--- src/rtl/abs_diff_arbiter_if.sv ---
// Client-side bundle for abs_diff_arbiter: two request/operand ports plus result, status and counters.
// master = requesting clients, slave = the arbiter.
interface abs_diff_arbiter_if;
  logic       req0;
  logic [7:0] data_A0;
  logic [7:0] data_B0;
  logic       req1;
  logic [7:0] data_A1;
  logic [7:0] data_B1;
  logic       grant0;
  logic       grant1;
  logic       valid;
  logic [7:0] result;
  logic       borrow;
  logic       owner;
  logic       busy;
  logic [7:0] ops0;
  logic [7:0] ops1;

  modport master (
    output req0, data_A0, data_B0, req1, data_A1, data_B1,
    input  grant0, grant1, valid, result, borrow, owner, busy, ops0, ops1
  );

  modport slave (
    input  req0, data_A0, data_B0, req1, data_A1, data_B1,
    output grant0, grant1, valid, result, borrow, owner, busy, ops0, ops1
  );
endinterface

--- src/rtl/abs_diff_arbiter.sv ---
// Round-robin two-client |A-B| unit: capture, subtract, conditional negate, report (1 op per 4 cycles).
// Valid pulses one cycle after the second edge following capture; requests are held off (ignored) while busy.
module abs_diff_arbiter (
  input  logic               clock,
  input  logic               reset,
  abs_diff_arbiter_if.slave  bus
);

  typedef enum logic [1:0] {
    IDLE = 2'd0,
    SUB  = 2'd1,
    CONV = 2'd2,
    DONE = 2'd3
  } state_t;

  state_t     state_q, state_d;
  logic [7:0] reg_a_q, reg_a_d;
  logic [7:0] reg_b_q, reg_b_d;
  logic       carry_q, carry_d;
  logic       borrow_q, borrow_d;
  logic       owner_q, owner_d;
  logic       last_owner_q, last_owner_d;
  logic [7:0] ops0_q, ops0_d;
  logic [7:0] ops1_q, ops1_d;

  logic       any_req;
  logic       winner;
  logic [8:0] diff;

  assign any_req = bus.req0 | bus.req1;
  // On a tie the client that did not win last time goes first.
  assign winner  = (bus.req0 & bus.req1) ? ~last_owner_q : bus.req1;
  assign diff    = {1'b0, reg_a_q} + {1'b0, ~reg_b_q} + 9'd1;

  always_comb begin
    state_d      = state_q;
    reg_a_d      = reg_a_q;
    reg_b_d      = reg_b_q;
    carry_d      = carry_q;
    borrow_d     = borrow_q;
    owner_d      = owner_q;
    last_owner_d = last_owner_q;
    ops0_d       = ops0_q;
    ops1_d       = ops1_q;

    case (state_q)
      IDLE: begin
        if (any_req) begin
          reg_a_d      = winner ? bus.data_A1 : bus.data_A0;
          reg_b_d      = winner ? bus.data_B1 : bus.data_B0;
          owner_d      = winner;
          last_owner_d = winner;
          state_d      = SUB;
        end
      end
      SUB: begin
        carry_d  = diff[8];
        reg_a_d  = diff[7:0];
        borrow_d = ~diff[8];
        state_d  = CONV;
      end
      CONV: begin
        if (borrow_q) begin
          reg_a_d = ~reg_a_q + 8'd1;
        end
        state_d = DONE;
      end
      DONE: begin
        if (owner_q) begin
          ops1_d = ops1_q + 8'd1;
        end else begin
          ops0_d = ops0_q + 8'd1;
        end
        state_d = IDLE;
      end
      default: state_d = IDLE;
    endcase
  end

  always_ff @(posedge clock) begin
    if (reset) begin
      state_q      <= IDLE;
      reg_a_q      <= 8'd0;
      reg_b_q      <= 8'd0;
      carry_q      <= 1'b0;
      borrow_q     <= 1'b0;
      owner_q      <= 1'b0;
      last_owner_q <= 1'b1;
      ops0_q       <= 8'd0;
      ops1_q       <= 8'd0;
    end else begin
      state_q      <= state_d;
      reg_a_q      <= reg_a_d;
      reg_b_q      <= reg_b_d;
      carry_q      <= carry_d;
      borrow_q     <= borrow_d;
      owner_q      <= owner_d;
      last_owner_q <= last_owner_d;
      ops0_q       <= ops0_d;
      ops1_q       <= ops1_d;
    end
  end

  assign bus.grant0 = (state_q == SUB) & ~owner_q;
  assign bus.grant1 = (state_q == SUB) &  owner_q;
  assign bus.valid  = (state_q == DONE);
  assign bus.busy   = (state_q != IDLE);
  assign bus.result = reg_a_q;
  assign bus.borrow = borrow_q;
  assign bus.owner  = owner_q;
  assign bus.ops0   = ops0_q;
  assign bus.ops1   = ops1_q;

endmodule

--- src/flat_wrapper.sv ---
// flat-port wrapper written by rule: the top's interface ports become plain ports
module abs_diff_arbiter_flat 
  (clock, reset, bus_req0, bus_data_A0, bus_data_B0, bus_req1, bus_data_A1, bus_data_B1, bus_grant0, bus_grant1, bus_valid, bus_result, bus_borrow, bus_owner, bus_busy, bus_ops0, bus_ops1);
  abs_diff_arbiter_if bus_i ();
  input  logic clock;
  input  logic reset;
  input wire logic [$bits(bus_i.req0)-1:0] bus_req0;
  input wire logic [$bits(bus_i.data_A0)-1:0] bus_data_A0;
  input wire logic [$bits(bus_i.data_B0)-1:0] bus_data_B0;
  input wire logic [$bits(bus_i.req1)-1:0] bus_req1;
  input wire logic [$bits(bus_i.data_A1)-1:0] bus_data_A1;
  input wire logic [$bits(bus_i.data_B1)-1:0] bus_data_B1;
  output wire logic [$bits(bus_i.grant0)-1:0] bus_grant0;
  output wire logic [$bits(bus_i.grant1)-1:0] bus_grant1;
  output wire logic [$bits(bus_i.valid)-1:0] bus_valid;
  output wire logic [$bits(bus_i.result)-1:0] bus_result;
  output wire logic [$bits(bus_i.borrow)-1:0] bus_borrow;
  output wire logic [$bits(bus_i.owner)-1:0] bus_owner;
  output wire logic [$bits(bus_i.busy)-1:0] bus_busy;
  output wire logic [$bits(bus_i.ops0)-1:0] bus_ops0;
  output wire logic [$bits(bus_i.ops1)-1:0] bus_ops1;
  assign bus_i.req0 = bus_req0;
  assign bus_i.data_A0 = bus_data_A0;
  assign bus_i.data_B0 = bus_data_B0;
  assign bus_i.req1 = bus_req1;
  assign bus_i.data_A1 = bus_data_A1;
  assign bus_i.data_B1 = bus_data_B1;
  assign bus_grant0 = bus_i.grant0;
  assign bus_grant1 = bus_i.grant1;
  assign bus_valid = bus_i.valid;
  assign bus_result = bus_i.result;
  assign bus_borrow = bus_i.borrow;
  assign bus_owner = bus_i.owner;
  assign bus_busy = bus_i.busy;
  assign bus_ops0 = bus_i.ops0;
  assign bus_ops1 = bus_i.ops1;
  abs_diff_arbiter u_core (.clock(clock), .reset(reset), .bus(bus_i));
endmodule
--- config.mk ---
export PLATFORM = sky130hd
export DESIGN_NAME = abs_diff_arbiter_flat
export DESIGN_NICKNAME = d
export VERILOG_FILES = /design/src/rtl/abs_diff_arbiter_if.sv /design/src/rtl/abs_diff_arbiter.sv /design/src/flat_wrapper.sv
export SDC_FILE = /design/constraint.sdc
export NUM_CORES = 1
export LEC_CHECK = 0
export BUFFER_PORTS_ARGS = -buffer_cell sky130_fd_sc_hd__buf_2
export CAP_MARGIN = 20
export CORE_ASPECT_RATIO = 1.1
export CORE_MARGIN = 8
export CORE_UTILIZATION = 40
export CTS_CLUSTER_DIAMETER = 40
export DETAILED_ROUTE_END_ITERATION = 10
export PLACE_DENSITY_LB_ADDON = 0.1
export REMOVE_ABC_BUFFERS = 1
export SLEW_MARGIN = 20
export SYNTH_ARGS = -nofsm -noshare
export SYNTH_HDL_FRONTEND = slang
export SYNTH_SLANG_ARGS = --single-unit
--- constraint.sdc ---
create_clock -name clock -period 3.1 [get_ports clock]
set_input_delay 0.93 -clock clock [delete_from_list [all_inputs] [get_ports clock]]
set_output_delay 0.93 -clock clock [all_outputs]
set_load 0.1 [all_outputs]
==> impl_metrics.toml <==
[clock_network]
cts_setup_buffers = 0
cts_tree = "done"
clock-sinks = 37
h-tree-depth = 2
clockBufferDepth = 2
clkLatencyLatePin_ns = 0.29
cts_buffers = 5
clk_pin_slew_worst_paths_ns = 0.08
cts_root_buf = "clkbuf_8"
hold_buffers = 0
cts_resized = 0

[timing]
slew_headroom = 0.518
drv_slew = 0
min_period_ns = 2.71
setup_viol = 0
grt_setup_unrepaired = "no"
worst_slew_pin_slew_ns = 0.723
setup_ws_ns = 0.389
skew_ns = 0.00563
min_period_over_period = 0.874
fmax_mhz = 369
finalSetupTns_ns = 0
hold_viol_final = 0

[synth]
synth_cells = 275
synth_warnings = 0
yosys-top-cells-area = "dfxtp_1 (31%), ha_1 (8.4%), mux2i_1 (7.2%)"
synth_cell_types = 53
synth_area_leader_cell = "dfxtp_1"
yosysTopAreaCellShare = 0.312
ys_seq_area_frac = 0.312
syn_area_sq_um = 2370
ys_ff_latch = 37
synth_edf_count = 0
synth-main-ff-cell = "dfxtp_1"
async_flop_share = 0
avgSynthCellArea_sq_um = 8.62

[min_path]
hold_path.startpoint = "u_core.bus.ops1[7]"
hold_class = "reg -> reg"
min_to = "u_core.bus.ops1[7]"
hold_path_depth = 2

[run_status]
status = "completed"

[drt]
drc = 0
final_antenna_net_count = 0
dr.pass1.iters = 4
via_count = 2096
wl_microns = 6000
drt-wirelength-per-cell_microns = 14.4
via_per_inst = 5.04
drt_iter0_drc = 81

[floorplan]
core_area_sq_um = 5730
die-area_sq_um = 8650
start_util = 0.414
num_rows = 29
ios = 66
die_x_microns = 89.4
die_y_microns = 96.8

[critical_path]
path_class = "reg -> out"
cp-end-kind = "output port"
ff2ff_setup_slack_ns = 0.80
cp_num_buf_inv = 3
r2r-start = "u_core.state_q[0]"
cp.arrival_ns = 1.78
path_cells = "inv_1, ha_1, inv_1, nor2_1, buf_2"
critPathTopFamily = "buffers and inverters"
cp_slowest_cell = "buf_2"
start_kind = "register"
cp_data_required_time_ns = 2.17
rr_endpoint = "u_core.bus.result[4]"
critPathMaxFanout = 8
cpPeakStageDelay_ns = 0.43
crit_top_cell = "inv_1"
r2r_cells = 8

[layout]
drive_above_1_share = 0.271
diodes = 0
fin_nets = 391
filler_cell_count = 602
regArea_sq_um = 741
multiInputGateArea_sq_um = 1500
areaGrowthSynthToFinish_pct = 19.3

[place]
pre_cts_slack_ns = 0.693
hpwlAfterDp_microns = 4650
portBuffers = 65
place_congestion = 0.852

[global_routing]
antenna_found_initial = 0
grt_usage = 0.143
grt_pass1_wl_microns = 9960
grt_max_degree = 39
grt-ovfl-total = 0
grt_pass1_vias = 2081

[power_and_ir_drop]
p_seq_frac = 0.234
p_int_mw = 1.41
switchingPower_mw = 1.68
swShare = 0.543
peakVddDrop_mv = 0.776
p_per_area_nw_per_um2 = 1090
power.share.clock = 0.117
comb_power_share = 0.649
leakagePower_nw = 1.28

[run]
cap_violations = 0
-- per-layer routing --
metal  vias up  share of wire  GRT usage
li1       1110              -          -
met4         0         0.0095     0.0423
met1       933           0.50      0.190
met2        49           0.43      0.219
met5         -              0          0
met3         4          0.058     0.0381
-- cells by family after synthesis --
group	synth area share
AOI/OAI and AO/OA	0.196
xor gates and xnor gates	0.0554
adders and majority gates	0.0929
buffers and inverters	0.0559
DFF	0.312
muxes	0.0813
and+or+nand+nor	0.206
-- power by group through the flow --
stage | Combinational (mW) | Clock, mW | Sequential [mW]
2_1_floorplan | 1.26 | 0 | 1.07
3_3_place_gp | 2.00 | 0 | 0.737
3_5_place_dp | 2.01 | 0 | 0.738
4_1_cts | 2.02 | 0.376 | 0.727
5_1_grt | 2.21 | 0.392 | 0.743
6_report | 2.01 | 0.362 | 0.724
-- stage by stage --
| stage | instances | hold slack (ns) | utilization | power (mW) | area (sq um) |
|---|---|---|---|---|---|
| 2_1_floorplan | 264 | 0.473 | - | 2.33 | 2290 |
| 3_3_place_gp | 408 | 0.469 | 0.476 | 2.73 | 2730 |
| 3_5_place_dp | 408 | 0.483 | 0.476 | 2.75 | 2730 |
| 4_1_cts | 416 | 0.495 | 0.493 | 3.12 | 2830 |
| 5_1_grt | 416 | 0.548 | 0.493 | 3.34 | 2830 |
| 6_report | 416 | 0.491 | 0.493 | 3.10 | 2830 |
-- tightest hold or removal path, cell delays in order, from the launching register on --
cell and delay (ns):
dfxtp_1 0.32, o21ai_0 0.07, a21oi_1 0.06
-- layout by cell type, fill, tap and decap left out, types with 10 or more instances in the layout --
master,count
dfxtp_1,37
mux2i_1,17
ha_1,16
nand2_1,18
a21oi_1,14
nor2_1,38
xor2_1,10
inv_1,15
a211oi_1,12
o21ai_0,10
buf_2,65
-- cell usage after synthesis, types with 2 or more instances --
master	number
xnor2_1	5
buf_6	2
clkbuf_1	4
nor2_1	38
or3_1	2
nor3_1	4
mux2_2	2
o211ai_1	4
nand2_1	18
nor2_2	3
nand3_1	6
and2_1	2
o21ai_0	10
o31a_1	3
o21a_1	6
mux2i_1	17
ha_1	16
dfxtp_1	37
buf_2	3
nand4_1	2
inv_1	15
a21oi_1	14
a211oi_1	12
nor2b_1	4
a31oi_1	3
and3_1	6
a211o_1	2
xor2_1	10
-- worst max path at each step --
| stage | from | end | depth (start not counted) |
|---|---|---|---|
| after floorplan | u_core.bus.owner | bus_grant0 | 1 |
| after global placement | bus_req1 | u_core.bus.result[6] | 6 |
| after detailed placement | bus_req1 | u_core.bus.result[6] | 6 |
| after CTS | u_core.state_q[1] | bus_grant0 | 5 |
| after global routing | u_core.state_q[1] | bus_grant0 | 5 |
| final | u_core.state_q[1] | bus_grant0 | 5 |
-- sequential cells by signal, summed over array words and instances (netlist names) --
name and flops:
u_core.reg_b_q 8, u_core.state_q 2, u_core.last_owner_q 1, u_core.bus.ops0 8
u_core.bus.result 8, u_core.bus.borrow 1, u_core.bus.ops1 8, u_core.bus.owner 1
-- layout make-up --
type,count,area share
Multi-Input combinational cell,212,0.530
Clock inverter,2,0.00487
Tap cell,77,0.0341
Inverter,15,0.0199
Timing Repair Buffer,67,0.120
Sequential cell,37,0.262
Clock buffer,6,0.0292
Note: power is estimated with default switching activity, not from simulation.
